`src/rtl/secret_accum.sv`:
```
// Leaf block: registered accumulator with a hidden per-cycle constant, a bypass mux,
// and pass-through channels. Define SECRET_PASS_REG_EN to register the sN channels.
`timescale 1ns/1ps

module secret_accum #(
    parameter logic [31:0] SECRET_VALUE = 32'd7,
    parameter int unsigned ACCUM_W      = 32
) (
    input  logic                 clk,
    input  logic                 rst,
    input  logic [ACCUM_W-1:0]   accum_in,
    output logic [ACCUM_W-1:0]   accum_out,
    input  logic                 accum_bypass,
    output logic [ACCUM_W-1:0]   accum_bypass_out,
    input  logic                 s1_in,
    output logic                 s1_out,
    input  logic [1:0]           s2_in,
    output logic [1:0]           s2_out,
    input  logic [7:0]           s8_in,
    output logic [7:0]           s8_out,
    input  logic [32:0]          s33_in,
    output logic [32:0]          s33_out,
    input  logic [63:0]          s64_in,
    output logic [63:0]          s64_out,
    input  logic [64:0]          s65_in,
    output logic [64:0]          s65_out,
    input  logic [128:0]         s129_in,
    output logic [128:0]         s129_out,
    input  logic [3:0][31:0]     s4x32_in,
    output logic [3:0][31:0]     s4x32_out
);

    // The constant is resized to the datapath so the sum wraps modulo 2^ACCUM_W.
    localparam logic [ACCUM_W-1:0] SECRET_W = ACCUM_W'(SECRET_VALUE);

    logic [ACCUM_W-1:0] accum_q;

    // No handshake: a new addend is consumed on every rising edge; reset wins.
    always_ff @(posedge clk) begin
        if (rst) begin
            accum_q <= '0;
        end else begin
            accum_q <= accum_q + accum_in + SECRET_W;
        end
    end

    assign accum_out        = accum_q;
    assign accum_bypass_out = accum_bypass ? accum_in : accum_q;

`ifdef SECRET_PASS_REG_EN
    always_ff @(posedge clk) begin
        if (rst) begin
            s1_out    <= '0;
            s2_out    <= '0;
            s8_out    <= '0;
            s33_out   <= '0;
            s64_out   <= '0;
            s65_out   <= '0;
            s129_out  <= '0;
            s4x32_out <= '0;
        end else begin
            s1_out    <= s1_in;
            s2_out    <= s2_in;
            s8_out    <= s8_in;
            s33_out   <= s33_in;
            s64_out   <= s64_in;
            s65_out   <= s65_in;
            s129_out  <= s129_in;
            s4x32_out <= s4x32_in;
        end
    end
`else
    assign s1_out    = s1_in;
    assign s2_out    = s2_in;
    assign s8_out    = s8_in;
    assign s33_out   = s33_in;
    assign s64_out   = s64_in;
    assign s65_out   = s65_in;
    assign s129_out  = s129_in;
    assign s4x32_out = s4x32_in;
`endif

endmodule

```
`config.mk`:
```
export PLATFORM = sky130hd
export DESIGN_NAME = secret_accum
export DESIGN_NICKNAME = d
export VERILOG_FILES = /design/src/rtl/secret_accum.sv
export SDC_FILE = /design/constraint.sdc
export NUM_CORES = 1
export LEC_CHECK = 0
export BUFFER_PORTS_ARGS = -buffer_cell sky130_fd_sc_hd__clkbuf_2
export CORE_AREA = 10 10 367 369
export CTS_BUF_LIST = sky130_fd_sc_hd__clkbuf_4 sky130_fd_sc_hd__clkbuf_8
export CTS_CLUSTER_DIAMETER = 40
export DETAILED_ROUTE_END_ITERATION = 16
export DIE_AREA = 0 0 377 379
export GPL_TIMING_DRIVEN = 0
export PLACE_DENSITY = 0.31
export SYNTH_ARGS = -nofsm -noshare
export SYNTH_HDL_FRONTEND = slang
export SYNTH_SLANG_ARGS = --single-unit
```
`constraint.sdc`:
```
create_clock -name clk -period 9.35 [get_ports clk]
set_input_delay 2.805 -clock clk [delete_from_list [all_inputs] [get_ports clk]]
set_output_delay 2.805 -clock clk [all_outputs]
set_load 0.02 [all_outputs]
```
# ---- After elaboration in Yosys (flattened, before gate mapping)
# Index checks and enable logic that the tools add are counted.
dict set report classes {
  muxes 1
  addsub 2
}
# operator n
set op_table {}
lappend op_table {{adder 32 x 3 -> 32 bit, second input constant} 1}
lappend op_table {{adder 32 bit} 1}
lappend op_table {{2-to-1 mux 32 bit} 1}
dict set report word_totals {
  register_bits 32
  inputBits 465
  out_inout_bits 494
  elab_cells 4
}

# ---- Longest topological paths before layout
# Gate-level depths: netlist of run 1.
dict set report depth {
  ltp_word 2
  mapped_depth 12
  ltp_nobuf 12
}

# ---- Least setup slack after synthesis of run 1
# No wires, ideal clock.
dict set report synth_path {
  kind {input-to-output}
  from {input port accum_bypass}
  to {output port accum_bypass_out[10]}
  cell_stages 3
  n_path_buf 2
  t_arrival_ns 3.844
  required_time_ns 6.545
  slack_ns 2.701
  cell_sequence {clkbuf_1 buf_1 mux2_2}
}
dict set report synth_between {
  elab_chain_cells 1
}
# element line_no
set synth_rtl {}
lappend synth_rtl {{from (decl)} 13} ;# input logic accum_bypass,
lappend synth_rtl {{2-to-1 mux 32 bit} 48} ;# assign accum_bypass_out = accum_bypass ? accum_in : accum_q;
lappend synth_rtl {{to (decl)} 14} ;# output logic [ACCUM_W-1:0] accum_bypass_out,
# No other way between the ends.

# ---- Worst setup path after layout of run 1
dict set report layout_path {
  from {input port accum_bypass}
  to {output port accum_bypass_out[17]}
}
# Same word-level chain as after synthesis.

==> summary.md, run 1 <==
| Metric | Value |
|---|---|
| First-pass GRT wire length | `68.05 mm` |
| Clock skew | `14.10 ps` |
| Starting Density | `0.05110` |
| Top cell type's share of synthesized area | `0.4973` |
| Worst Hold Depth | `3` |
| Routability congestion estimate | `0.7813` |
| WP data arrival | `4980 ps` |
| Num CTS Buffers | `5` |
| CP Capture Type | `primary output` |
| Clock Tree Buf Depth | `2` |
| Average wire per standard cell | `18.13 um` |
| DRT iter0 DRCs | `173` |
| Synth top area cells | `buf_4 50%, ha_1 12%, dfxtp_1 9.9%, mux2_2 5.0%, nor2_1 2.4%` |
| DRC | `0` |
| Total negative slack | `0 ps` |
| Cells after Synth | `818` |
| Cell Area, Synth | `6491 um^2` |
| Clock Latency Late Sink | `320 ps` |
| RSZ-0062 raised after global routing | `no` |
| Clk pin slew, worst setup/hold paths | `70 ps` |
| Die Y | `379 um` |
| Mean Syn Cell Area | `7.935 um^2` |
| Power per standard cell area | `167.9 nW/um^2` |
| TritonCTS clock tree | `yes` |
| Routed wl met3 | `4.889 mm` |
| CP Class | `input port to primary output` |
| Final ANT Viol Nets | `0` |
| Tightest Pin Transition | `1035 ps` |
| EDFF count, synth | `0` |
| Final nets | `1878` |
| Seq/Total Area, Yosys | `0.09869` |
| Clock sink total | `32` |
| Fmax | `128.5 MHz` |
| Most instantiated library cell after synthesis | `buf_4` |
| Vias | `6988` |
| CTS hold repair buffers | `0` |
| Wire length on met2 | `27.38 mm` |
| Fillers | `14.81k` |
| Post-CTS Repair Setup Buffers | `0` |
| Setup violators final | `0` |
| Syn-to-layout area delta | `74.87%` |
| Worst slew margin relative to its limit | `0.3101` |
| WHS Endpoint | `accum_out[0]` |
| First drt pass iteration count | `4` |
| Worst vdd ir | `0.06183 mV` |
| Status | `finished, final reports clean` |
| Final Hold Fails | `0` |
| Vias per inst | `2.308` |
| Port-buffer cells | `526` |
| Max-cap violations | `0` |
| H-tree depth | `2` |
| Hold Crit Class | `flip-flop to flip-flop` |
| Reg2reg path depth | `12` |
| Core Area | `127000 um^2` |
| Hold Crit Start | `accum_out[0]` |
| Yosys reg bits | `32` |
| Hold WS | `623.6 ps` |
| Layout cells sized above 1 | `0.7426` |
| Synthesis Warnings | `0` |
| Most frequent cells after synthesis | `430 x buf_4, 61 x ha_1, 42 x nor2_1, 32 x dfxtp_1, 31 x a21oi_1` |
| Critical path required time | `6550 ps` |
| Die ar. | `142900 um^2` |
| Final Max Slew Viols | `0` |
| R2r setup slk | `5710 ps` |
| # rows | `131` |
| Worst reg2reg startpoint | `accum_out[1]` |
| Net Count, Synth | `1345` |
| Largest net degree at the start of global routing | `11` |
| Post-synth cell types | `47` |
| Final Critical Period | `7784 ps` |
| Element type at the critical path start | `input port` |
| Prevailing post-synth register cell | `dfxtp_1` |
| Die width | `377 um` |
| Post-cts resize count | `0` |
| GRT Overall Usage | `0.06913` |
| Root Buffer | `clkbuf_8` |
| DP HPWL | `51.78 mm` |
| Vias in the first global route | `7471` |
| Top Metal Used | `met5` |
| Overflow left after global routing | `0` |
| Reg2reg end | `accum_out[31]` |
| Max FFs per register | `32` |
| Post-synthesis async set-or-reset flop share | `0` |
| DRT Wirelength | `54.89 mm` |
| Ports | `959` |
| Worst-path maximum fanout | `10` |
| DRT met1 WL | `22.37 mm` |
| Pleak | `0.005877 uW` |
| Period utilisation layout | `0.8325` |
| Largest area contributor in the netlist | `buf_4` |
| Antenna violations before repair | `22` |
-- report_power, final --
part	internal (uW)	total [uW]	switching [uW]
combinational	550	1420	872
sequential	197	329	133
clock	82.3	154	72.2
total	829	1910	1080
-- worst max-delay path, cell delays in order --
cell and delay (ps):
clkbuf_1 690, buf_1 840, mux2_2 460, clkbuf_2 170
-- cell type report --
cell class | instances | area [um^2] | area share
buffer | 443 | 3283 | 0.2892
timing repair buffer | 526 | 2633 | 0.2319
multi-input combinational | 323 | 2494 | 0.2197
tap | 1662 | 2079 | 0.1832
sequential | 32 | 640.6 | 0.05644
clock buffer | 6 | 76.32 | 0.006724
inverter | 20 | 75.07 | 0.006614
clock inverter | 2 | 35.03 | 0.003086
antenna | 14 | 35.03 | 0.003086
-- cells in the final DEF (no fill, tap or decap), types with 4 or more instances in the layout --
cell type	instances
nand2_1	27
buf_4	430
clkbuf_8	5
a21oi_1	31
nand3_1	9
mux2_2	29
xor2_1	10
xnor2_1	13
nor2_1	42
o211ai_1	4
o21ai_1	12
and3_1	5
dfxtp_1	32
buf_2	5
inv_1	20
nor2b_1	4
clkbuf_1	7
clkbuf_2	526
diode_2	14
o21ai_0	11
a21o_1	11
ha_1	61
nand2b_1	4
a31oi_1	6
-- worst max-delay path by stage --
stage                       startpoint                   end  slack (ps)  depth (start not counted)
after detailed placement  accum_bypass  accum_bypass_out[17]        1390                          4
after global routing      accum_bypass  accum_bypass_out[17]        1360                          4
final                     accum_bypass  accum_bypass_out[17]        1570                          4
after global placement    accum_bypass  accum_bypass_out[16]         910                          4
after floorplan           accum_bypass  accum_bypass_out[10]        2700                          3
after CTS                 accum_bypass  accum_bypass_out[17]        1390                          4
-- cells by family (layout without fill, tap and decap cells) --
| family | count (synthesis) | in the layout | share of synthesized area |
|---|---|---|---|
| AO/OA/AOI/OAI | 103 | 103 | 0.1054 |
| buffers and inverters | 463 | 997 | 0.5172 |
| AND/OR/NAND/NOR | 104 | 104 | 0.07325 |
| adder cells (fa/ha/maj) | 62 | 62 | 0.1207 |
| other | 0 | 14 | 0 |
| multiplexers | 31 | 31 | 0.05378 |
| flip-flops | 32 | 32 | 0.09869 |
| XOR/XNOR | 23 | 23 | 0.03103 |
-- per-layer routing --
| metal | track usage | up-vias |
|---|---|---|
| met3 | 0.02524 | 18 |
| met5 | 0 | - |
| li1 | - | 3359 |
| met2 | 0.1203 | 452 |
| met4 | 0.005899 | 6 |
| met1 | 0.08380 | 3153 |
-- metrics by stage --
stage / setup WS [ps] / std cells / cell area, um^2 / total power (uW) / utilization
after detailed placement: 1394 / 3006 / 11200 / 1792 / 0.08820
after global routing: 1355 / 3016 / 11320 / 2089 / 0.08912
final: 1566 / 3028 / 11350 / 1906 / 0.08936
after global placement: 912.9 / 3006 / 11200 / 1805 / 0.08820
after floorplan: 2701 / 818 / 6491 / 1216 / -
after CTS: 1388 / 3014 / 11320 / 1968 / 0.08908
No activity file was read; power rests on OpenSTA's default activity.
==> run 2: changes to the inputs <==
--- a/config.mk
+++ b/config.mk
@@ -6,13 +6,13 @@
 export NUM_CORES = 1
 export LEC_CHECK = 0
 export BUFFER_PORTS_ARGS = -buffer_cell sky130_fd_sc_hd__clkbuf_2
-export CORE_AREA = 10 10 367 369
+export CORE_AREA = 10 10 370 372
 export CTS_BUF_LIST = sky130_fd_sc_hd__clkbuf_4 sky130_fd_sc_hd__clkbuf_8
 export CTS_CLUSTER_DIAMETER = 40
 export DETAILED_ROUTE_END_ITERATION = 16
-export DIE_AREA = 0 0 377 379
+export DIE_AREA = 0 0 380 382
 export GPL_TIMING_DRIVEN = 0
-export PLACE_DENSITY = 0.31
+export PLACE_DENSITY = 0.32
 export SYNTH_ARGS = -nofsm -noshare
 export SYNTH_HDL_FRONTEND = slang
 export SYNTH_SLANG_ARGS = --single-unit
==> constraint.sdc (replaced) <==
create_clock -name clk -period 6.4 [get_ports clk]
set_input_delay 1.92 -clock clk [delete_from_list [all_inputs] [get_ports clk]]
set_output_delay 1.92 -clock clk [all_outputs]
set_load 0.02 [all_outputs]
==> summary.md, run 2 (synthesized netlist as in run 1, its figures left out) <==
| Metric | Value |
|---|---|
| First drt pass iteration count | `4 (unchanged)` |
| Post-CTS Repair Setup Buffers | `0 (unchanged)` |
| Routability congestion estimate | `0.7525 (-3.7%)` |
| Sw frac | `0.5637 (-0.001316)` |
| TritonCTS clock tree | `yes` |
| Final Critical Period | `5919 ps` |
| Seq pwr share | `0.169 (-0.004)` |
| # rows | `132 (+0.76%)` |
| Worst reg2reg startpoint | `accum_out[1]` |
| CP Capture Type | `primary output` |
| Fmax | `168.9 MHz` |
| Ports | `959 (unchanged)` |
| Final ANT Viol Nets | `0 (unchanged)` |
| Pleak | `0.005877 uW (about the same)` |
| CTS hold repair buffers | `0 (unchanged)` |
| Status | `finished, final reports clean` |
| Worst slew margin relative to its limit | `0.2100 (-0.1001)` |
| Max-cap violations | `0 (unchanged)` |
| Die width | `380 um (+0.80%)` |
| Vias per inst | `2.217 (-4.0%)` |
| WHS Endpoint | `accum_out[0]` |
| Reg2reg end | `accum_out[31]` |
| Antenna violations before repair | `17 (-23%)` |
| R2r setup slk | `2540 ps (-3170 ps)` |
| Reg2reg path depth | `12 (unchanged)` |
| Hold Crit Start | `accum_out[0]` |
| Clock Latency Late Sink | `330 ps (about the same)` |
| Tightest Pin Transition | `1185 ps (+150.2 ps)` |
| H-tree depth | `2 (unchanged)` |
| Overflow left after global routing | `0 (unchanged)` |
| Final nets | `1878 (unchanged)` |
| Most frequent cells in the layout | `526 x clkbuf_2, 430 x buf_4, 61 x ha_1` |
| Average wire per standard cell | `16.82 um (-7.2%)` |
| Core Area | `129200 um^2 (+1.7%)` |
| Clock Tree Buf Depth | `2 (unchanged)` |
| Syn-to-layout area delta | `76.21%` |
| Worst Hold Depth | `3 (unchanged)` |
| Hold Crit Class | `flip-flop to flip-flop` |
| Clk pwr share | `0.084 (+0.003)` |
| Logic pwr share | `0.746 (about the same)` |
| Post-Layout Cell Count | `3103 (+2.5%)` |
| Clock skew | `13.29 ps (-0.8109 ps)` |
| Period utilisation layout | `0.9249` |
| Vias | `6878 (-1.6%)` |
| CP Class | `input port to primary output` |
| DRT Wirelength | `52.19 mm (-4.9%)` |
| DP HPWL | `49.22 mm (-4.9%)` |
| Die Y | `382 um (+0.79%)` |
| Num CTS Buffers | `5 (unchanged)` |
| WP data arrival | `4000 ps (-980 ps)` |
| Switching power | `1562 uW (+45%)` |
| Element type at the critical path start | `input port` |
| Placed instance count | `3086 (+2.7%)` |
| Fillers | `15.15k (+2.3%)` |
| Max FFs per register | `32 (unchanged)` |
| Vias in the first global route | `7840 (+4.9%)` |
| Dpl ws | `253.3 ps (-1141 ps)` |
| Die ar. | `145200 um^2 (+1.6%)` |
| Largest net degree at the start of global routing | `11 (unchanged)` |
| Internal cell power | `1209 uW (+46%)` |
| Critical path required time | `4480 ps (-2070 ps)` |
| Port-buffer cells | `526 (unchanged)` |
| Worst vdd ir | `0.09301 mV (+50%)` |
| Commonest non-fill, non-tap cell in the layout | `clkbuf_2` |
| Power per standard cell area | `242.3 nW/um^2 (+44%)` |
| Setup violators final | `0 (unchanged)` |
| Final Max Slew Viols | `0 (unchanged)` |
| Layout cells sized above 1 | `0.7426 (unchanged)` |
| First-pass GRT wire length | `68.22 mm (+0.24%)` |
| DRC | `0 (unchanged)` |
| Clk pin slew, worst setup/hold paths | `100 ps (+30 ps)` |
| Slack of the critical path | `480.6 ps (-1085 ps)` |
| Starting Density | `0.05026 (-0.0008411)` |
| Clock sink total | `32 (unchanged)` |
| RSZ-0062 raised after global routing | `no` |
| GRT Overall Usage | `0.06692 (-0.002216)` |
| Root Buffer | `clkbuf_8` |
| DRT iter0 DRCs | `179 (+3.5%)` |
| Final Hold Fails | `0 (unchanged)` |
| Worst-path maximum fanout | `10 (unchanged)` |
| Post-cts resize count | `0 (unchanged)` |
run 2: cell count changes in the layout (fill, tap and decap cells not counted):
| cell | previous run | this run |
|---|---|---|
| diode_2 | 14 | 9 |
run 2: stage by stage:
stage | total power [uW] | cell area [um^2] | hold WS (ps) | TNS, ps | util
after floorplan | 1776 | 6491 | 632.3 | 0 | -
after global placement | 2628 | 11300 | 576.8 | -104.4 | 0.08752
after detailed placement | 2612 | 11300 | 575.6 | 0 | 0.08753
after CTS | 2884 | 11420 | 597.5 | 0 | 0.08839
after global routing | 3052 | 11420 | 630.5 | 0 | 0.08843
final | 2771 | 11440 | 602.7 | 0 | 0.08856
run 2: area by class of cell:
class / instances / area [um^2] / share of cell area
Inverter: 20 / 75.07 / 0.006563
Clock buffer: 6 / 76.32 / 0.006672
Antenna cell: 9 / 22.52 / 0.001969
Buffer: 443 / 3283 / 0.2870
Multi-Input combinational cell: 323 / 2494 / 0.2180
Clock inverter: 2 / 35.03 / 0.003063
Timing Repair Buffer: 526 / 2633 / 0.2301
Sequential cell: 32 / 640.6 / 0.05601
Tap cell: 1742 / 2180 / 0.1905
run 2: critical path, cell delays in order:
cell	delay, ps
clkbuf_1	670
buf_1	780
mux2_2	440
clkbuf_2	170
run 2: metal layers:
metal / routed length (um) / track usage / share of wire / vias up
met1: 21620 / 0.07946 / 0.41 / 3035
met4: 622 / 0.01027 / 0.012 / 8
met5: 49 / 0 / 0.00094 / -
li1: - / - / - / 3356
met3: 4099 / 0.02439 / 0.079 / 25
met2: 25800 / 0.1164 / 0.49 / 454
run 2: worst max-delay path by stage:
stage / end / start / slack [ps]
floorplan: accum_bypass_out[10] / accum_bypass / 1520
global route: accum_bypass_out[25] / accum_bypass / 200
finish: accum_bypass_out[25] / accum_bypass / 480
CTS: accum_bypass_out[25] / accum_bypass / 240
global placement: accum_bypass_out[12] / accum_bypass / -50
detailed placement: accum_bypass_out[25] / accum_bypass / 250
run 2: power groups by stage:
stage / Combinational [uW] / Clock, uW / Sequential (uW)
2_1_floorplan: 1330 / 0 / 447
3_3_place_gp: 2130 / 0 / 495
3_5_place_dp: 2110 / 0 / 499
4_1_cts: 2130 / 263 / 495
5_1_grt: 2290 / 265 / 498
6_report: 2070 / 233 / 470
==> run 3: changes to the inputs <==
--- a/config.mk
+++ b/config.mk
@@ -13,6 +13,7 @@
 export DIE_AREA = 0 0 380 382
 export GPL_TIMING_DRIVEN = 0
 export PLACE_DENSITY = 0.32
+export REMOVE_ABC_BUFFERS = 1
 export SYNTH_ARGS = -nofsm -noshare
 export SYNTH_HDL_FRONTEND = slang
 export SYNTH_SLANG_ARGS = --single-unit
==> summary.md, run 3 (synthesized netlist as in run 1, its figures left out) <==
| Metric | Value |
|---|---|
| Final Hold Fails | `0 (unchanged)` |
| Total power | `2132 uW (-23%)` |
| Clock Latency Late Sink | `320 ps (about the same)` |
| Average wire per standard cell | `32.61 um (+94%)` |
| Starting Density | `0.05026 (unchanged)` |
| Tightest Pin Transition | `911.2 ps (-273.8 ps)` |
| Clock sink total | `32 (unchanged)` |
| Total negative slack | `0 ps (unchanged)` |
| Worst slew margin relative to its limit | `0.3925 (+0.1826)` |
| Met2 Use GR | `0.1142 (-0.002206)` |
| CP cell instances | `clkbuf_4 > mux2_2 > clkbuf_2` |
| Post-cts resize count | `0 (unchanged)` |
| Most frequent cells in the layout | `97 x clkbuf_2, 61 x ha_1, 42 x nor2_1` |
| Vias per inst | `1.951 (-12%)` |
| Final Max Slew Viols | `0 (unchanged)` |
| Critical path required time | `4480 ps (about the same)` |
| Root Buffer | `clkbuf_8` |
| Clk pwr share | `0.105 (+0.021)` |
| Max FFs per register | `32 (unchanged)` |
| Overflow left after global routing | `0 (unchanged)` |
| Setup violators final | `0 (unchanged)` |
| Multi-input gate area in the final layout | `2494 um^2 (unchanged)` |
| Fmax | `197.8 MHz (+17%)` |
| GRT Overall Usage | `0.09391 (+0.02699)` |
| Routability congestion estimate | `0.7207 (-4.2%)` |
| DRC | `0 (unchanged)` |
| Seq pwr share | `0.209 (+0.040)` |
| Vias | `4347 (-37%)` |
| R2r setup slk | `2810 ps (+270 ps)` |
| Antenna violations before repair | `2 (-15)` |
| M3 GR Usage | `0.1035 (+0.07907)` |
| RSZ-0062 raised after global routing | `no` |
| Vias in the first global route | `4334 (-45%)` |
| Final ANT Viol Nets | `0 (unchanged)` |
| Final core utilization | `0.04650 (-0.04206)` |
| Element type at the critical path start | `input port` |
| Power per standard cell area | `354.9 nW/um^2 (+46%)` |
| TritonCTS clock tree | `yes` |
| Die ar. | `145200 um^2 (unchanged)` |
| WP data arrival | `3140 ps (-860 ps)` |
| Fillers | `15.48k (+2.2%)` |
| H-tree depth | `2 (unchanged)` |
| Worst-path maximum fanout | `35 (+25)` |
| CP Capture Type | `primary output` |
| Clock skew | `11.41 ps (-1.876 ps)` |
| First-pass GRT wire length | `83.70 mm (+23%)` |
| Post-CTS Repair Setup Buffers | `0 (unchanged)` |
| CTS hold repair buffers | `0 (unchanged)` |
| Layer carrying the most global-route usage | `met2` |
| Hold WS | `582.3 ps (-20.43 ps)` |
| Ports | `959 (unchanged)` |
| Core Area | `129200 um^2 (unchanged)` |
| # rows | `132 (unchanged)` |
| Sw frac | `0.5532 (-0.01050)` |
| DRT iter0 DRCs | `238 (+33%)` |
| Pleak | `0.002004 uW (-66%)` |
| Register area | `640.6 um^2 (unchanged)` |
| DRT Wirelength | `72.65 mm (+39%)` |
| Worst vdd ir | `0.1151 mV (+24%)` |
| Clock Tree Buf Depth | `2 (unchanged)` |
| DP HPWL | `62.52 mm (+27%)` |
| Die Y | `382 um (unchanged)` |
| Layout cells sized above 1 | `0.2931 (-0.4495)` |
| Port-buffer cells | `98 (-81%)` |
| Period utilisation layout | `0.7900 (-0.1349)` |
| Die width | `380 um (unchanged)` |
| Status | `finished, final reports clean` |
| Clk pin slew, worst setup/hold paths | `80 ps (-20 ps)` |
| CP max stage delay | `570 ps (-210 ps)` |
| Commonest non-fill, non-tap cell in the layout | `clkbuf_2` |
| Final Critical Period | `5056 ps (-863.4 ps)` |
| Internal cell power | `952.3 uW (-21%)` |
| Slowest cell on the critical path | `clkbuf_4` |
| First drt pass iteration count | `4 (unchanged)` |
| CP Class | `input port to primary output` |
| Switching power | `1179 uW (-25%)` |
| Logic pwr share | `0.686 (-0.060)` |
| Hold Crit Class | `flip-flop to flip-flop` |
| Largest net degree at the start of global routing | `36 (+25)` |
| Met1 usage | `0.08615 (+0.006688)` |
| Max-cap violations | `0 (unchanged)` |
| Syn-to-layout area delta | `-7.479%` |
| Final nets | `1007 (-46%)` |
| Num CTS Buffers | `5 (unchanged)` |
## run 3: final cells by class
cell class | instances | share of cell area
antenna | 5 | 0.002083
tap | 1742 | 0.3629
timing repair buffer | 98 | 0.08208
inverter | 20 | 0.01250
clock buffer | 6 | 0.01271
clock inverter | 2 | 0.005833
multi-input combinational | 323 | 0.4152
sequential | 32 | 0.1067
## run 3: critical path: cells and delay by family
| kind | cells | cell delay [ps] |
|---|---|---|
| buffers and inverters | 2 | 760 |
| multiplexers | 1 | 410 |
## run 3: through the flow
stage	std cells	cell area (um^2)	setup slack (ps)
6_report	2228	6006	1344
5_1_grt	2223	5993	1243
4_1_cts	2223	5993	1249
3_5_place_dp	2215	5882	1116
3_3_place_gp	2215	5879	793.6
2_1_floorplan	375	3209	2084
## run 3: metal layers
metal | wire, um | up-vias | share of wire
met5 | 764 | - | 0.011
met4 | 6232 | 22 | 0.086
met3 | 17010 | 151 | 0.23
met2 | 25960 | 753 | 0.36
met1 | 22680 | 1820 | 0.31
li1 | - | 1601 | -
## run 3: power groups by stage
stage	Combinational, uW	Clock, uW	Sequential, uW
finish	1460	225	445
global route	1660	248	460
CTS	1490	242	452
detailed placement	1480	0	456
global placement	1490	0	454
floorplan	926	0	448
## run 3: final timing paths
kind	end	start	cells past startpoint
setup reg to reg	accum_out[31]	accum_out[1]	12
hold reg to reg	accum_out[0]	accum_out[0]	3
setup / recovery	accum_bypass_out[12]	accum_bypass	3
hold / removal	accum_out[0]	accum_out[0]	3
